==> config.mk <==
export PLATFORM = sky130hd
export DESIGN_NAME = clock_divider_ctrl
export DESIGN_NICKNAME = d
export VERILOG_FILES = /design/src/rtl/clock_divider_ctrl.sv
export SDC_FILE = /design/constraint.sdc
export NUM_CORES = 1
export LEC_CHECK = 0
export ABC_AREA = 1
export CAP_MARGIN = 10
export CORE_ASPECT_RATIO = 0.5
export CORE_MARGIN = 2
export CORE_UTILIZATION = 61
export CTS_BUF_LIST = sky130_fd_sc_hd__clkbuf_8
export DETAILED_ROUTE_END_ITERATION = 16
export PLACE_DENSITY_LB_ADDON = 0.12
export SYNTH_ARGS = -nofsm -noshare
export SYNTH_HDL_FRONTEND = slang
export SYNTH_SLANG_ARGS = --single-unit
==> constraint.sdc <==
create_clock -name clk -period 3.4 [get_ports clk]
set_input_delay 0.85 -clock clk [delete_from_list [all_inputs] [get_ports clk]]
set_output_delay 0.85 -clock clk [all_outputs]
set_load 0.02 [all_outputs]
==> src/rtl/clock_divider_ctrl.sv <==
// clock_divider_ctrl: programmable clock divider with ratio handshake, whole-period start/stop and deferred ratio update (ports: clk, reset(active-low async), enable, cfg_valid/cfg_div/cfg_ready, clk_out, tick, busy, cfg_err)
module clock_divider_ctrl #(
  parameter int CNT_W = 8,
  parameter int DEFAULT_DIV = 4
) (
  input  logic             clk,
  input  logic             reset,
  input  logic             enable,
  input  logic             cfg_valid,
  input  logic [CNT_W-1:0] cfg_div,
  output logic             cfg_ready,
  output logic             clk_out,
  output logic             tick,
  output logic             busy,
  output logic             cfg_err
);
  localparam logic [CNT_W-1:0] DEF = CNT_W'(DEFAULT_DIV);
  localparam logic [CNT_W-1:0] MIN = CNT_W'(2);
  typedef enum logic [1:0] {IDLE, RUN, PEND} state_t;
  state_t state, state_nx;
  logic [CNT_W-1:0] count, count_nx, div_act, div_act_nx, div_pend, div_pend_nx;
  logic acc, bad, wrap;
  always_comb begin
    acc = cfg_valid & cfg_ready & (cfg_div >= MIN);
    bad = cfg_valid & cfg_ready & (cfg_div < MIN);
    wrap = (state != IDLE) && (count == div_act - 1'b1);
    state_nx = state;
    count_nx = count + 1'b1;
    div_act_nx = div_act;
    div_pend_nx = div_pend;
    if (state == IDLE) begin
      count_nx = '0;
      if (acc) div_act_nx = cfg_div;
      if (enable) state_nx = RUN;
    end else if (wrap) begin
      count_nx = '0;
      if (state == PEND) div_act_nx = div_pend;
      state_nx = enable ? RUN : IDLE;
      if (acc && enable) begin
        state_nx = PEND;
        div_pend_nx = cfg_div;
      end else if (acc) begin
        div_act_nx = cfg_div;
      end
    end else if (acc) begin
      state_nx = PEND;
      div_pend_nx = cfg_div;
    end
  end
  always_ff @(posedge clk or negedge reset) begin
    if (!reset) begin
      state <= IDLE;
      count <= '0;
      div_act <= DEF;
      div_pend <= DEF;
      clk_out <= 1'b0;
      tick <= 1'b0;
      busy <= 1'b0;
      cfg_err <= 1'b0;
      cfg_ready <= 1'b0;
    end else begin
      state <= state_nx;
      count <= count_nx;
      div_act <= div_act_nx;
      div_pend <= div_pend_nx;
      clk_out <= (state_nx != IDLE) && (count_nx < (div_act_nx >> 1));
      tick <= (state_nx != IDLE) && (count_nx == '0);
      busy <= state_nx == PEND;
      cfg_err <= bad;
      cfg_ready <= state_nx != PEND;
    end
  end
endmodule

# Yosys cells after proc, flatten, opt, wreduce, memory -nomap -nowiden
# Index checks and enable logic that the tools add are counted.
# Widths: inputs -> output; s select.
word_totals:
  register_bits: 31
  elab_cells: 54
  out_inout_bits: 5
  input_bits: 12
op_classes:
  n_lt_le_gt_ge: 3
  n_reduce_logical: 12
  add_sub_neg: 2
  n_mux: 17
  eq_ne: 6
  n_bitwise: 4
op_table:
  columns: ["operator", "n"]
  rows:
  - ["$mux 8", 11]
  - ["$mux 2", 5]
  - ["$add 8x1->8 const B", 1]
  - ["$eq 8x8->1", 1]
  - ["$ge 8x2->1 const B", 1]
  - ["$logic_not 8->1", 1]
  - ["$lt 8x2->1 const B", 1]
  - ["$lt 8x7->1", 1]
  - ["$reduce_bool 2->1", 4]
  - ["$sub 8x1->8 const B", 1]
  - ["$eq 2x2->1 const B", 2]
  - ["$logic_and 1x1->1", 4]
  - ["$ne 2x2->1 const B", 2]
  - ["$and 1x1->1", 3]
  - ["$reduce_and 3->1", 1]
  - ["$logic_not 2->1", 1]
  - ["$ne 2x1->1 const B", 1]
  - ["$reduce_and 2->1", 1]
  - ["$mux 1", 1]
  - ["$not 1->1", 1]

# Logic depth before layout (Yosys ltp)
depth:
  word_depth: 8
  depth_mapped: 22
  depth_no_buf: 22

# Worst setup path before layout
# Ideal clock, no wire load.
synth_path:
  kind: "input to register"
  from: "in cfg_div[2]"
  to: "reg clk_out"
  required_ps: 3327
  n_path_buf: 1
  path_slack_ps: 570
  arrival_ps: 2757
  path_stages: 15
  setup_time_ps: 73
  path_cell_list: "nor3_1 -> nand3_1 -> nand3_1 -> clkbuf_1 -> o21ai_0 -> o21ai_2 -> inv_1 -> a32oi_1 -> inv_1 -> ha_1 -> a21oi_1 -> o211ai_1 -> inv_1 -> nand2_1 -> a21oi_2"
synth_between:
  elab_chain_cells: 8
  elab_cells_between_ends: 15
  cone_classes: "order compare (2); mux (9); bitwise (1); reduce/logical (3)"
synth_lines:
  columns: ["item", "line", "text"]
  rows:
  - ["start: declaration", "10", "input logic [CNT_W-1:0] cfg_div,"]
  - ["$ge 8x2->1 *", "24", "acc = cfg_valid & cfg_ready & (cfg_div >= MIN);"]
  - ["$and 1x1->1 *", "24", null]
  - ["$mux 8 / $logic_and 1x1->1 (equally long branches)", "42, 39", null]
  - ["$mux 8", "39", "if (acc && enable) begin"]
  - ["$mux 8", "35", "end else if (wrap) begin"]
  - ["$mux 8 *", "31", "if (state == IDLE) begin"]
  - ["net div_act_nx[6]", "21", "logic [CNT_W-1:0] count, count_nx, div_act, div_act_nx, div_pend, div_pend_nx;"]
  - ["$lt 8x7->1 *", "66", "clk_out <= (state_nx != IDLE) && (count_nx < (div_act_nx >> 1));"]
  - ["$logic_and 1x1->1 *", "66", null]
  - ["end signal: assignment", "66", null]
  - ["end: declaration", "12", "output logic clk_out,"]
# The timed path passes the listed nets; every way through them passes the cells marked *. The select of a mux whose other input is x is not followed.
# A chain may end at the register's enable or synchronous reset.

# Final worst setup path
layout_path:
  from: "in cfg_div[3]"
  to: "reg clk_out"
# Same word-level chain as after synthesis.

==> flow_metrics.env <==
export IMPL_synthCells=318
export IMPL_num_vias=2168
export IMPL_finClkSkew_ns=0.00539
export IMPL_status="finished clean"
export IMPL_clkSinkCount=31
export IMPL_drt_total_wl_um=5520
export IMPL_seq_area_sq_um=778
export IMPL_fill_cells=265
export IMPL_antenna_cells=0
export IMPL_yosys_top_cells_area="dfrtp_1, nand2_1, inv_1"
export IMPL_critical_path_arrival_ns=3.33
export IMPL_cpMaxStageDelayCell="clkdlybuf4s50_1"
export IMPL_ys_types=39
export IMPL_h_tree_depth=2
export IMPL_hold_buffers=0
export IMPL_avgViaCountPerCell=5.49
export IMPL_ys_async_sr_fraction_pct=100
export IMPL_grt_start_max_net_pins=32
export IMPL_worstMarginPinSlew_ns=0.560
export IMPL_powerDensity_nw_per_um2=847
export IMPL_yosys_warnings=0
export IMPL_first_iter_violations=136
export IMPL_synth_enable_flop_cells=0
export IMPL_grt_pass1_wl_um=8980
export IMPL_finalHoldViolCount=0
export IMPL_setup_viol=0
export IMPL_yosys_area_top_type="dfrtp_1"
export IMPL_start_kind="input pin"
export IMPL_post_cts_setup_buffer_count=0
export IMPL_cp_required_ns=3.61
export IMPL_timing_critical_path_buf_inv=4
export IMPL_fp_dieH_um=47.3
export IMPL_synth_area_per_cell_sq_um=7.21
export IMPL_path_common_cell="nand2_1"
export IMPL_min_path_cells=2
export IMPL_rsz0062_at_grt="no"
export IMPL_clk_pin_slew_ns=0.06
export IMPL_final_nets=363
export IMPL_worstSetupPathType="input pin to register"
export IMPL_synth_flop_cell="dfrtp_1"
export IMPL_ant_nets=0
export IMPL_ys_ff_latch=31
export IMPL_post_route_period_util_pct=91.6
export IMPL_dieArea_sq_um=4290
export IMPL_grt_total_usage_pct=27.8
export IMPL_die_w_um=90.7
export IMPL_cp_num_cells=16
export IMPL_p_leak_uw=0.00141
export IMPL_rows=15
export IMPL_cap_violations=0
export IMPL_insertion_delay_ns=0.28
export IMPL_dp_hpwl_um=4250
export IMPL_most_common_layout_cells="nand2_1, inv_1, nand3_1, nor2_1, dfrtp_1"
export IMPL_fmax_mhz=321
export IMPL_io_pins=17
export IMPL_crit_fanout=8
export IMPL_io_buffers=16
export IMPL_initial_core_util_pct=65.3
export IMPL_period_needed_ns=3.12
export IMPL_synth_cell_area_sq_um=2290
export IMPL_cp_top_family="buffers and inverters"
export IMPL_ctsResizeCount=0
export IMPL_firstDrtPassIters=5
export IMPL_rr_worst_depth=21
export IMPL_antenna_found_initial=0
export IMPL_clockRootBuffer="clkbuf_8"
export IMPL_cts_buffer_depth=2
export IMPL_relSlewSlack_pct=62.6
export IMPL_crit_path_cell_trace="clkdlybuf4s50_1, nor3_1, nand3_1, nand3_1, buf_4, o21ai_0, o21ai_2, inv_1, a32oi_1, inv_1, ha_1, nand2_1, nand2_1, nand2_1, nand2_1, a21oi_2"
export IMPL_core_sq_um=3510
export IMPL_routedWlPerCell_um=14.0
export IMPL_multi_input_area_sq_um=1220
export IMPL_grt_pass1_vias=1988
export IMPL_drive_above_1_share_pct=14.5
export IMPL_gp_congestion=0.902
export IMPL_synth_fp_nets=338
export IMPL_remaining_drc_errors=0
export IMPL_slew_viol_final=0
export IMPL_stdcell_count=395
export IMPL_dp_cells=387
export IMPL_critical_path_max_stage_delay_ns=0.46
export IMPL_irDropWorstVdd_mv=0.464
export IMPL_area_growth_pct=14.9
export IMPL_numCtsBuffers=5
export IMPL_end_kind="register"
export IMPL_yosysSeqAreaShare_pct=34.0
export IMPL_hold_class="register to register"
export IMPL_fin_setup_tns_ns=0
export IMPL_synth_top_area_share_pct=31.7
export IMPL_final_common_cell="nand2_1"
export IMPL_overflow=0
export IMPL_cts_tree="yes"
[worst paths after layout]
kind	startpoint	to	slack, ns
max in group asynchronous	reset	div_act[2]$_DFF_PN1_	2.11
worst max register to register	div_act[0]$_DFFE_PN0P_	clk_out$_DFF_PN0_	0.32
worst min register to register	div_pend[6]$_DFFE_PN0P_	div_pend[6]$_DFFE_PN0P_	0.49
min in group asynchronous	reset	state[1]$_DFF_PN0_	0.96
worst min-delay path	div_pend[6]$_DFFE_PN0P_	div_pend[6]$_DFFE_PN0P_	0.49
worst max-delay path	cfg_div[3]	clk_out$_DFF_PN0_	0.28
[cells in the mapped netlist, types with 2 or more instances]
master / number
nor3_2: 2
nand4_1: 5
o211ai_1: 4
nand2_1: 63
buf_4: 2
nand2_2: 4
a32oi_1: 4
nor2_4: 3
inv_1: 59
o21ai_2: 4
o211ai_2: 2
nand3_2: 3
nand2_4: 2
mux2_2: 2
a21oi_1: 4
nor3_1: 4
xor2_1: 7
nor2_2: 3
ha_1: 8
o21ai_0: 17
nand3_1: 35
dfstp_2: 2
dfrtp_1: 29
nor2_1: 31
inv_2: 5
[worst min-delay path, delay by kind of cell (launching register included)]
kind | cells | cell delay (ns)
AOI/OAI and AO/OA | 1 | 0.06
DFF | 1 | 0.35
and+or+nand+nor | 1 | 0.05
[where the power goes]
group	total [uW]	switching (uW)	internal, uW
Clock	312	131	181
Sequential	667	148	520
Combinational	1250	786	463
Total	2230	1060	1160
[flip-flops by register name, indices dropped and copies added (netlist names)]
name and flops:
cfg_err 1, cfg_ready 1, div_pend 8, clk_out 1, div_act 8, state 2, tick 1, count 8
busy 1
[per-stage QoR]
stage	hold slack [ns]	worst slack [ns]	total power [uW]	cell area (sq um)	util (%)
CTS	0.489	0.325	2210	2630	75.0
global route	0.526	0.0229	2420	2630	75.0
floorplan	0.454	0.570	1570	2290	-
global placement	0.468	0.101	1850	2530	72.2
detailed placement	0.474	0.0566	1890	2530	72.2
finish	0.489	0.284	2230	2630	75.0
[metal layers]
layer / part of all wire (%) / up-vias / track usage (%)
li1: - / 1066 / -
met1: 48 / 1009 / 37.3
met2: 43 / 82 / 44.8
met3: 7.7 / 11 / 8.19
met4: 1.4 / 0 / 9.54
met5: 0 / - / 0
[area by class of cell]
type / instances / share of cell area (%)
repair buffers: 24 / 8.36
well taps: 51 / 2.42
flip-flops and latches: 31 / 29.5
clock inverters: 1 / 0.143
clock buffers: 7 / 3.66
inverters: 66 / 9.50
multi-input cells: 215 / 46.4
[logic make-up after synthesis]
group | synth area share, %
muxes | 0.982
adders and majority gates | 4.37
buffers and inverters | 12.8
and+or+nand+nor | 32.4
AOI/OAI and AO/OA | 12.5
xor gates and xnor gates | 3.06
DFF | 34.0
No activity file was read; power rests on OpenSTA's default activity.
